<file path="config.mk">
export PLATFORM = sky130hd
export DESIGN_NAME = sqrt_arbiter
export DESIGN_NICKNAME = d
export VERILOG_FILES = /design/src/rtl/sqrt_pkg.sv /design/src/rtl/sqrt_arbiter_rr_picker.sv /design/src/rtl/sqrt_arbiter.sv
export SDC_FILE = /design/constraint.sdc
export NUM_CORES = 1
export LEC_CHECK = 0
export ABC_AREA = 1
export BUFFER_PORTS_ARGS = -buffer_cell sky130_fd_sc_hd__buf_2
export CAP_MARGIN = 5
export CORE_ASPECT_RATIO = 0.75
export CORE_MARGIN = 4
export CORE_UTILIZATION = 46
export CTS_BUF_LIST = sky130_fd_sc_hd__clkbuf_4
export DETAILED_ROUTE_END_ITERATION = 8
export GPL_TIMING_DRIVEN = 0
export PLACE_DENSITY = 0.82
export SLEW_MARGIN = 20
export SYNTH_ARGS = -nofsm -noshare
export SYNTH_HDL_FRONTEND = slang
export SYNTH_HIERARCHICAL = 1
export SYNTH_SLANG_ARGS = --single-unit
</file>
<file path="constraint.sdc">
create_clock -name clk -period 3.9 [get_ports clk]
set_input_delay 0.975 -clock clk [delete_from_list [all_inputs] [get_ports clk]]
set_output_delay 0.975 -clock clk [all_outputs]
set_load 0.03 [all_outputs]
</file>
<file path="src/rtl/sqrt_pkg.sv">
// Shared types and constants for the sqrt arbiter slice.
// FSM state encoding, default operand width and synchronizer depth.
package sqrt_pkg;

  typedef enum logic [2:0] {
    ST_IDLE,
    ST_ISSUE,
    ST_WAIT,
    ST_CAPTURE,
    ST_RELEASE
  } state_e;

  localparam int SQRT_WIDTH       = 32;
  localparam int SQRT_SYNC_STAGES = 2;

endpackage

</file>
<file path="src/rtl/sqrt_arbiter_rr_picker.sv">
// Combinational round-robin winner select.
// Search starts one past the pointer and wraps modulo NReq.
module rr_picker
  import sqrt_pkg::*;
#(
  parameter int NReq = 4,
  parameter int IdxW = $clog2(NReq)
) (
  input  logic [NReq-1:0] valid_i,
  input  logic [IdxW-1:0] ptr_i,
  output logic [NReq-1:0] grant_o,
  output logic [IdxW-1:0] idx_o,
  output logic            any_o
);

  logic [IdxW-1:0] cand;

  // first valid index after the pointer wins
  always_comb begin
    grant_o = '0;
    idx_o   = '0;
    any_o   = 1'b0;
    cand    = '0;
    for (int i = 1; i <= NReq; i++) begin
      cand = IdxW'((int'(ptr_i) + i) % NReq);
      if (!any_o && valid_i[cand]) begin
        any_o         = 1'b1;
        grant_o[cand] = 1'b1;
        idx_o         = cand;
      end
    end
  end

endmodule

</file>
<file path="src/rtl/sqrt_arbiter.sv">
// Shares one self-timed sqrt unit among NReq requesters (req/fin four-phase).
// Optional WAIT timeout abort: define SQRT_ARB_TIMEOUT_EN.
module sqrt_arbiter
  import sqrt_pkg::*;
#(
  parameter int Width         = SQRT_WIDTH,
  parameter int NReq          = 4,
  parameter int TimeoutCycles = 1024
) (
  input  logic                  clk,
  input  logic                  rst,
  input  logic [NReq-1:0]       req_valid,
  input  logic [NReq*Width-1:0] req_x,
  output logic [NReq-1:0]       req_ready,
  output logic [NReq-1:0]       rsp_valid,
  output logic [Width-1:0]      rsp_y,
  output logic                  rsp_err,
  output logic                  sq_req,
  output logic [Width-1:0]      sq_x,
  input  logic                  sq_fin,
  input  logic [Width-1:0]      sq_y
);

  localparam int IdxW = $clog2(NReq);

  state_e state_q, state_d;

  logic [IdxW-1:0] ptr_q, ptr_d;
  logic [IdxW-1:0] owner_q, owner_d;
  logic [Width-1:0] x_q, x_d;
  logic [Width-1:0] y_q, y_d;
  logic sq_req_q, sq_req_d;
  logic rdy_en_q;

  logic [SQRT_SYNC_STAGES-1:0] sync_q;
  logic fin_s;

  logic [NReq-1:0] grant;
  logic [IdxW-1:0] win;
  logic any;
  logic accept;
  logic timeout;

  assign fin_s = sync_q[SQRT_SYNC_STAGES-1];

  // fin comes from the async cluster; only the level is synchronized
  always_ff @(posedge clk or posedge rst) begin
    if (rst) sync_q <= '0;
    else     sync_q <= {sync_q[SQRT_SYNC_STAGES-2:0], sq_fin};
  end

  rr_picker #(
    .NReq (NReq),
    .IdxW (IdxW)
  ) u_pick (
    .valid_i (req_valid),
    .ptr_i   (ptr_q),
    .grant_o (grant),
    .idx_o   (win),
    .any_o   (any)
  );

  assign req_ready =
    (state_q == ST_IDLE && !fin_s && rdy_en_q && any) ? grant : '0;
  assign accept = |(req_ready & req_valid);

`ifdef SQRT_ARB_TIMEOUT_EN
  localparam int CntW = $clog2(TimeoutCycles + 1);

  logic [CntW-1:0] cnt_q, cnt_d;
  logic err_q, err_d;

  assign timeout = (state_q == ST_WAIT) && !fin_s &&
                   (cnt_q == CntW'(TimeoutCycles - 1));

  // count WAIT cycles; cleared in every other state
  always_comb begin
    cnt_d = '0;
    err_d = err_q;
    if (state_q == ST_WAIT) begin
      cnt_d = cnt_q + 1'b1;
      err_d = timeout;
    end
  end

  // timeout counter and abort flag registers
  always_ff @(posedge clk or posedge rst) begin
    if (rst) begin
      cnt_q <= '0;
      err_q <= 1'b0;
    end else begin
      cnt_q <= cnt_d;
      err_q <= err_d;
    end
  end

  assign rsp_err = err_q && (state_q == ST_CAPTURE);
`else
  assign timeout = 1'b0;
  assign rsp_err = 1'b0;
`endif

  // next-state, operand/result latches and pointer update
  always_comb begin
    state_d = state_q;
    ptr_d   = ptr_q;
    owner_d = owner_q;
    x_d     = x_q;
    y_d     = y_q;
    unique case (state_q)
      ST_IDLE: begin
        if (accept) begin
          x_d     = req_x[win*Width +: Width];
          owner_d = win;
          ptr_d   = win;
          state_d = ST_ISSUE;
        end
      end
      ST_ISSUE: state_d = ST_WAIT;
      ST_WAIT: begin
        if (fin_s) begin
          y_d     = sq_y;
          state_d = ST_CAPTURE;
        end else if (timeout) begin
          y_d     = '0;
          state_d = ST_CAPTURE;
        end
      end
      ST_CAPTURE: state_d = ST_RELEASE;
      ST_RELEASE: begin
        if (!fin_s) state_d = ST_IDLE;
      end
      default: state_d = ST_IDLE;
    endcase
    // req rises one cycle into WAIT so sq_x has a full settle cycle
    sq_req_d = (state_q == ST_WAIT) && (state_d == ST_WAIT);
  end

  // state and datapath registers; reset drops sq_req at once
  always_ff @(posedge clk or posedge rst) begin
    if (rst) begin
      state_q  <= ST_IDLE;
      ptr_q    <= IdxW'(NReq - 1);
      owner_q  <= '0;
      x_q      <= '0;
      y_q      <= '0;
      sq_req_q <= 1'b0;
      rdy_en_q <= 1'b0;
    end else begin
      state_q  <= state_d;
      ptr_q    <= ptr_d;
      owner_q  <= owner_d;
      x_q      <= x_d;
      y_q      <= y_d;
      sq_req_q <= sq_req_d;
      rdy_en_q <= 1'b1;
    end
  end

  // one-cycle response strobe to the owner
  always_comb begin
    rsp_valid = '0;
    if (state_q == ST_CAPTURE) rsp_valid[owner_q] = 1'b1;
  end

  assign sq_req = sq_req_q;
  assign sq_x   = x_q;
  assign rsp_y  = y_q;

endmodule

</file>
### After elaboration in Yosys (flattened, before gate mapping)

Index checks and enable logic that the tools add are counted.

* $add $sub $neg: 4
* magnitude comparators: 10
* equality and inequality tests: 5
* shift-type cells: 1
* mux-type cells: 36
* bitwise gates (word level): 4
* reductions and logical operators: 20

Operators by type and width (count)
* 128-bit by 8-bit variable part select with 32-bit output: 1
* 4-bit two-way mux: 6
* 2-bit by 3-bit < comparator with 1-bit output (second input constant): 5
* 3-bit one-hot mux with 5 select lines: 1
* 1-bit two-way mux: 13
* 1-bit logical AND: 12
* 4-bit bitwise OR: 3
* 1-bit demux with 2-bit select: 5
* 2-bit by 1-bit >= comparator with 1-bit output (second input constant): 5
* 3-bit by 2-bit == test with 1-bit output (second input constant): 3
* 3-bit two-way mux: 3
* 1-bit binary-select mux with 2-bit select: 4
* 2-bit two-way mux: 4
* 2-bit by 1-bit adder with 2-bit output (second input constant): 2
* 2-bit adder (second input constant): 2
* 4-bit bitwise AND: 1
* 1-bit zero test: 4
* 2-bit AND reduction: 2
* 4-bit OR reduction: 1
* 3-bit by 1-bit == test with 1-bit output (second input constant): 1
* 3-bit == test (second input constant): 1
* 3-bit zero test: 1

* register bits: 75
* input port bits: 167
* output and inout port bits: 74

### Depth between registers and ports, before layout

* word-level depth: 21
* depth in mapped cells: 18
* depth with buffers taken out: 15

### Hierarchy

The synthesis kept the hierarchy.

Modules (own cells, without submodules)
* sqrt_arbiter: times used 1, cells an instance 451, area each 3832.4 µm²
* rr_picker: times used 1, cells an instance 81, area each 535.5 µm²

### Least setup slack after synthesis

No wires, ideal clock.

* kind: register to output
* start: reg ptr_q[0]
* end: out req_ready[0]
* arrival: 2.406 ns
* required time: 2.925 ns
* path slack: 0.519 ns
* cell stages (with the launch flop): 14
* buffers on the path: 2
* cells stage by stage: dfstp_2 -> buf_6 -> inv_8 -> ha_1 -> inv_2 -> nand3_4 -> nand2_4 -> nor2_4 -> buf_6 -> nand4_1 -> nand3_1 -> nor2_4 -> inv_1 -> nor2_1

* longest elaborated chain between the ends: 15

RTL lines
* from (decl): line sqrt_arbiter.sv:28 `logic [IdxW-1:0] ptr_q, ptr_d;`
* from (signal assigned): line sqrt_arbiter.sv:143 `ptr_q <= IdxW'(NReq - 1);`
* from (signal assigned): line sqrt_arbiter.sv:151 `ptr_q <= ptr_d;`
* 2-bit by 1-bit adder with 2-bit output: line sqrt_arbiter_rr_picker.sv:25 `cand = IdxW'((int'(ptr_i) + i) % NReq);`
* 1-bit binary-select mux with 2-bit select: line sqrt_arbiter_rr_picker.sv:26 `if (!any_o && valid_i[cand]) begin`
* 1-bit two-way mux (implied by the code): line sqrt_arbiter_rr_picker.sv:26
* 1-bit two-way mux: line sqrt_arbiter_rr_picker.sv:26
* 1-bit zero test: line sqrt_arbiter_rr_picker.sv:26
* 1-bit logical AND: line sqrt_arbiter_rr_picker.sv:26
* 1-bit two-way mux: line sqrt_arbiter_rr_picker.sv:26
* 1-bit zero test: line sqrt_arbiter_rr_picker.sv:26
* 1-bit logical AND: line sqrt_arbiter_rr_picker.sv:26
* 1-bit two-way mux: line sqrt_arbiter_rr_picker.sv:26
* 1-bit zero test: line sqrt_arbiter_rr_picker.sv:26
* 1-bit logical AND: line sqrt_arbiter_rr_picker.sv:26
* 1-bit two-way mux *: line sqrt_arbiter_rr_picker.sv:26
* via any: line sqrt_arbiter.sv:40 `logic any;`
* 1-bit logical AND *: line sqrt_arbiter.sv:64 `(state_q == ST_IDLE && !fin_s && rdy_en_q && any) ? grant : '0;`
* 4-bit two-way mux *: line sqrt_arbiter.sv:64
* to (decl): line sqrt_arbiter.sv:14 `output logic [NReq-1:0] req_ready,`

Mark *: on every way through the listed nets, which the timed path passes. The rest lies on a longest branch. The select of a mux whose other input is x is not followed.

### Final worst setup path

* start: reg ptr_q[0]
* end: out req_ready[2]

Same word-level chain as after synthesis.

==> results.md <==
* DRC at 0
* Layout cells sized above 1 at 42.91%
* Nets at 960
* Worst hold path type: reg -> reg
* Non-Filler Instances at 918
* Fillers at 793
* Vias at 4767
* CP required at between 2000 and 3000 ps
* Post-DR vias/cell at slightly above 5
* WHS Endpoint: sync_q[1]
* Final Cycle Share at between 90% and 100%
* Switching power at 0.003298 W
* Root buf cell: clkbuf_4
* Die area at 11130 um^2
* PnR Total Power at 0.005943 W
* Hold Crit Start: sync_q[0]
* Run status: completed
* R2R Path End: sq_x[6]
* CTS Buf Count at 9
* GR Overflow Total at 0
* Post-Route WL at around 14000 um
* Comb power frac at 70.5%
* Wire per inst at ~16 um
* Number of clock sinks at 75
* CTS H-tree depth at 3
* Port buffer count at 239
* Pins Over Slew Limit at 0
* Final setup TNS at 0 ps
* Via count of the first global-routing pass at 4714
* Leakage at 3.144 nW
* 1st-pass router iterations at 5
* Multi-input combinational cell area at 2193 um^2
* Antenna Nets Post-Route at 0
* Io pins at roughly 240
* Dpl cells at 900
* CORE AREA at 9159 um^2
* Hpwl dp at 11660 um
* Starting density of the core at approximately 48%
* Synth Instances at 532
* FF-to-FF Start: ptr_q[0]
* Largest net degree at the start of global routing at 49
* Hold path depth at 0
* Gpl congestion at 0.9846
* Max Cap Viol at 0
* Clock Pin Slew Worst Setup and Hold Paths at roughly 140 ps
* Skew-Pair Late Insertion Delay at 410 ps
* Crit. End Element: output port
* Clock power share at 7.5%
* Register share of total power at between 20% and 30%
* TritonCTS clock tree: done
* Gr usage total at 24.71%
* Yosys Warn Count at 6
* Hold Fails Final Rpt at 0
* Internal at 0.002645 W
* PwrDens at 1005 nW/um^2
* Global-route wire length before repair at 22300 um
* Setup violators final at 0
* DRC marker count from the first detailed-route iteration at 240
* Worst setup path class: reg -> out
* Initial antenna violation count at 0
* Net Count, Synth at slightly above 700
* Antenna Cells at 0
* Peak supply drop at 0.0005304 V
* Cell Rows at 30
* Switching part of the total at between 50 and 60%
* Synth unique cells at 31
* Crit path max fanout at 13
* Cell area after synthesis at between 4000 and 5000 um^2
* Chip Height at 92.39 um
* Max Freq at 0.2713 GHz
* Die X at 120.5 um
* Reg2reg path depth at 15
* Sequential fraction of the synthesis area at around 43%
* Syn avg cell area at ~8.2 um^2
* Synth-to-layout area growth at 35.38%
* Synthesis-stage register bit count at 75
* Final worst path period need at 3686 ps
* Reg area at 1879 um^2
* RSZ-0062 raised after global routing: no
* Worst Skew at 12.95 ps
* CP Data Arrival Time at about 2700 ps
* Clock Tree Buf Depth at 2
* CP startpoint kind: register
* Reg2Reg Setup Slack at 820 ps
## worst max-delay path, cell delays in order (launching register included)
cell and delay, ps:
dfstp_2 560, buf_6 150, inv_8 70, ha_4 260, inv_2 110, nand3_4 120, nand2_4 100, nor2_4 50
buf_6 130, nand4_1 80, nand3_1 130, nor2_4 160, inv_1 100, nor2_1 90, buf_2 200
## cells by family (layout without fill, tap and decap cells)
logic type,after synthesis,after routing,synth area share (%)
AOI/OAI and AO/OA,108,108,13.52
adders and majority gates,8,8,2.292
buffers and inverters,56,314,7.046
DFF,75,75,43.02
muxes,32,32,8.250
other,2,2,0.1719
and+or+nand+nor,251,251,25.69
## synthesized netlist by cell type (all sizes together)
master	number	share of area, %
mux2	32	8.2
clkbuf	12	1.0
o21ai	64	7.3
nand2	136	13
conb	2	0.17
o22ai	32	4.6
a21oi	8	0.92
ha	8	2.3
dfstp	2	1.2
a21boi	4	0.69
dfrtp	73	42
inv	25	2.3
nand4	6	0.86
buf	19	3.7
nand3	28	3.9
nor3	5	0.57
nor2	76	7.3
## layout make-up
cell class | instances | share of cell area [%]
buffer | 31 | 3.491
clock buffer | 9 | 1.143
clock inverter | 7 | 0.9945
inverter | 25 | 1.756
multi-input combinational | 401 | 37.09
sequential | 75 | 31.78
tap | 128 | 2.708
timing repair buffer | 242 | 21.03
## power groups by stage
stage	combinational [W]	clock [W]	sequential, W
after floorplan	0.00234	0	0.00193
after global placement	0.00398	0	0.00132
after detailed placement	0.00409	0	0.00134
after CTS	0.00413	0.000463	0.00131
after global routing	0.00456	0.000498	0.00135
final	0.00419	0.000445	0.00131
## how the worst max path moves through the flow
| stage | start | end | slack (ps) | depth (start not counted) |
|---|---|---|---|---|
| floorplan | ptr_q[0] | req_ready[0] | 520 | 13 |
| global placement | rst | sq_x[4] | 240 | 2 |
| detailed placement | ptr_q[1] | req_ready[1] | 410 | 13 |
| CTS | ptr_q[0] | req_ready[2] | 50 | 14 |
| global route | ptr_q[0] | req_ready[0] | 30 | 14 |
| finish | ptr_q[0] | req_ready[2] | 210 | 14 |
## repair_timing
item / in CTS / in global routing
setup buffers: 2 / 0
endpoints found under the setup margin: 4 / 4
pin swaps: 0 / 0
hold buffers: 0 / 0
resized for setup: 1 / 2
## flip-flops by register name, indices dropped and copies added (netlist names)
register and flops:
sq_req 1, ptr_q 2, sync_q 2, sq_x 32, rdy_en_q 1, state_q 3, rsp_y 32, owner_q 2
## routing by layer
| metal | vias to the layer above | track usage (%) | part of all wire, % |
|---|---|---|---|
| met4 | 0 | 7.170 | 2.1 |
| li1 | 2284 | - | - |
| met3 | 28 | 5.311 | 9.3 |
| met5 | - | 0 | 0 |
| met2 | 279 | 44.21 | 49 |
| met1 | 2176 | 29.98 | 40 |
## per-stage QoR
stage                     worst slack (ps)  instance area, um^2  hold slack (ps)  utilization [%]
after floorplan                      519.2                 4368            331.2                -
after global placement               239.9                 5724            340.9            62.50
after detailed placement             409.5                 5754            349.7            62.83
after CTS                            48.99                 5898            381.5            64.40
after global routing                 29.09                 5913            395.1            64.56
final                                214.2                 5913            384.8            64.56
## layout by cell type, fill, tap and decap left out, drive strengths merged
cell and count:
buf 260, nand2 136, nor2 76, dfrtp 73
o21ai 64, mux2 32, o22ai 32, inv 29
nand3 28, clkbuf 22, a21oi 8, ha 8
nand4 6, nor3 5, a21boi 4, conb 2
dfstp 2, clkinv 2, clkinvlp 1
Power figures use the tool's default switching activity.
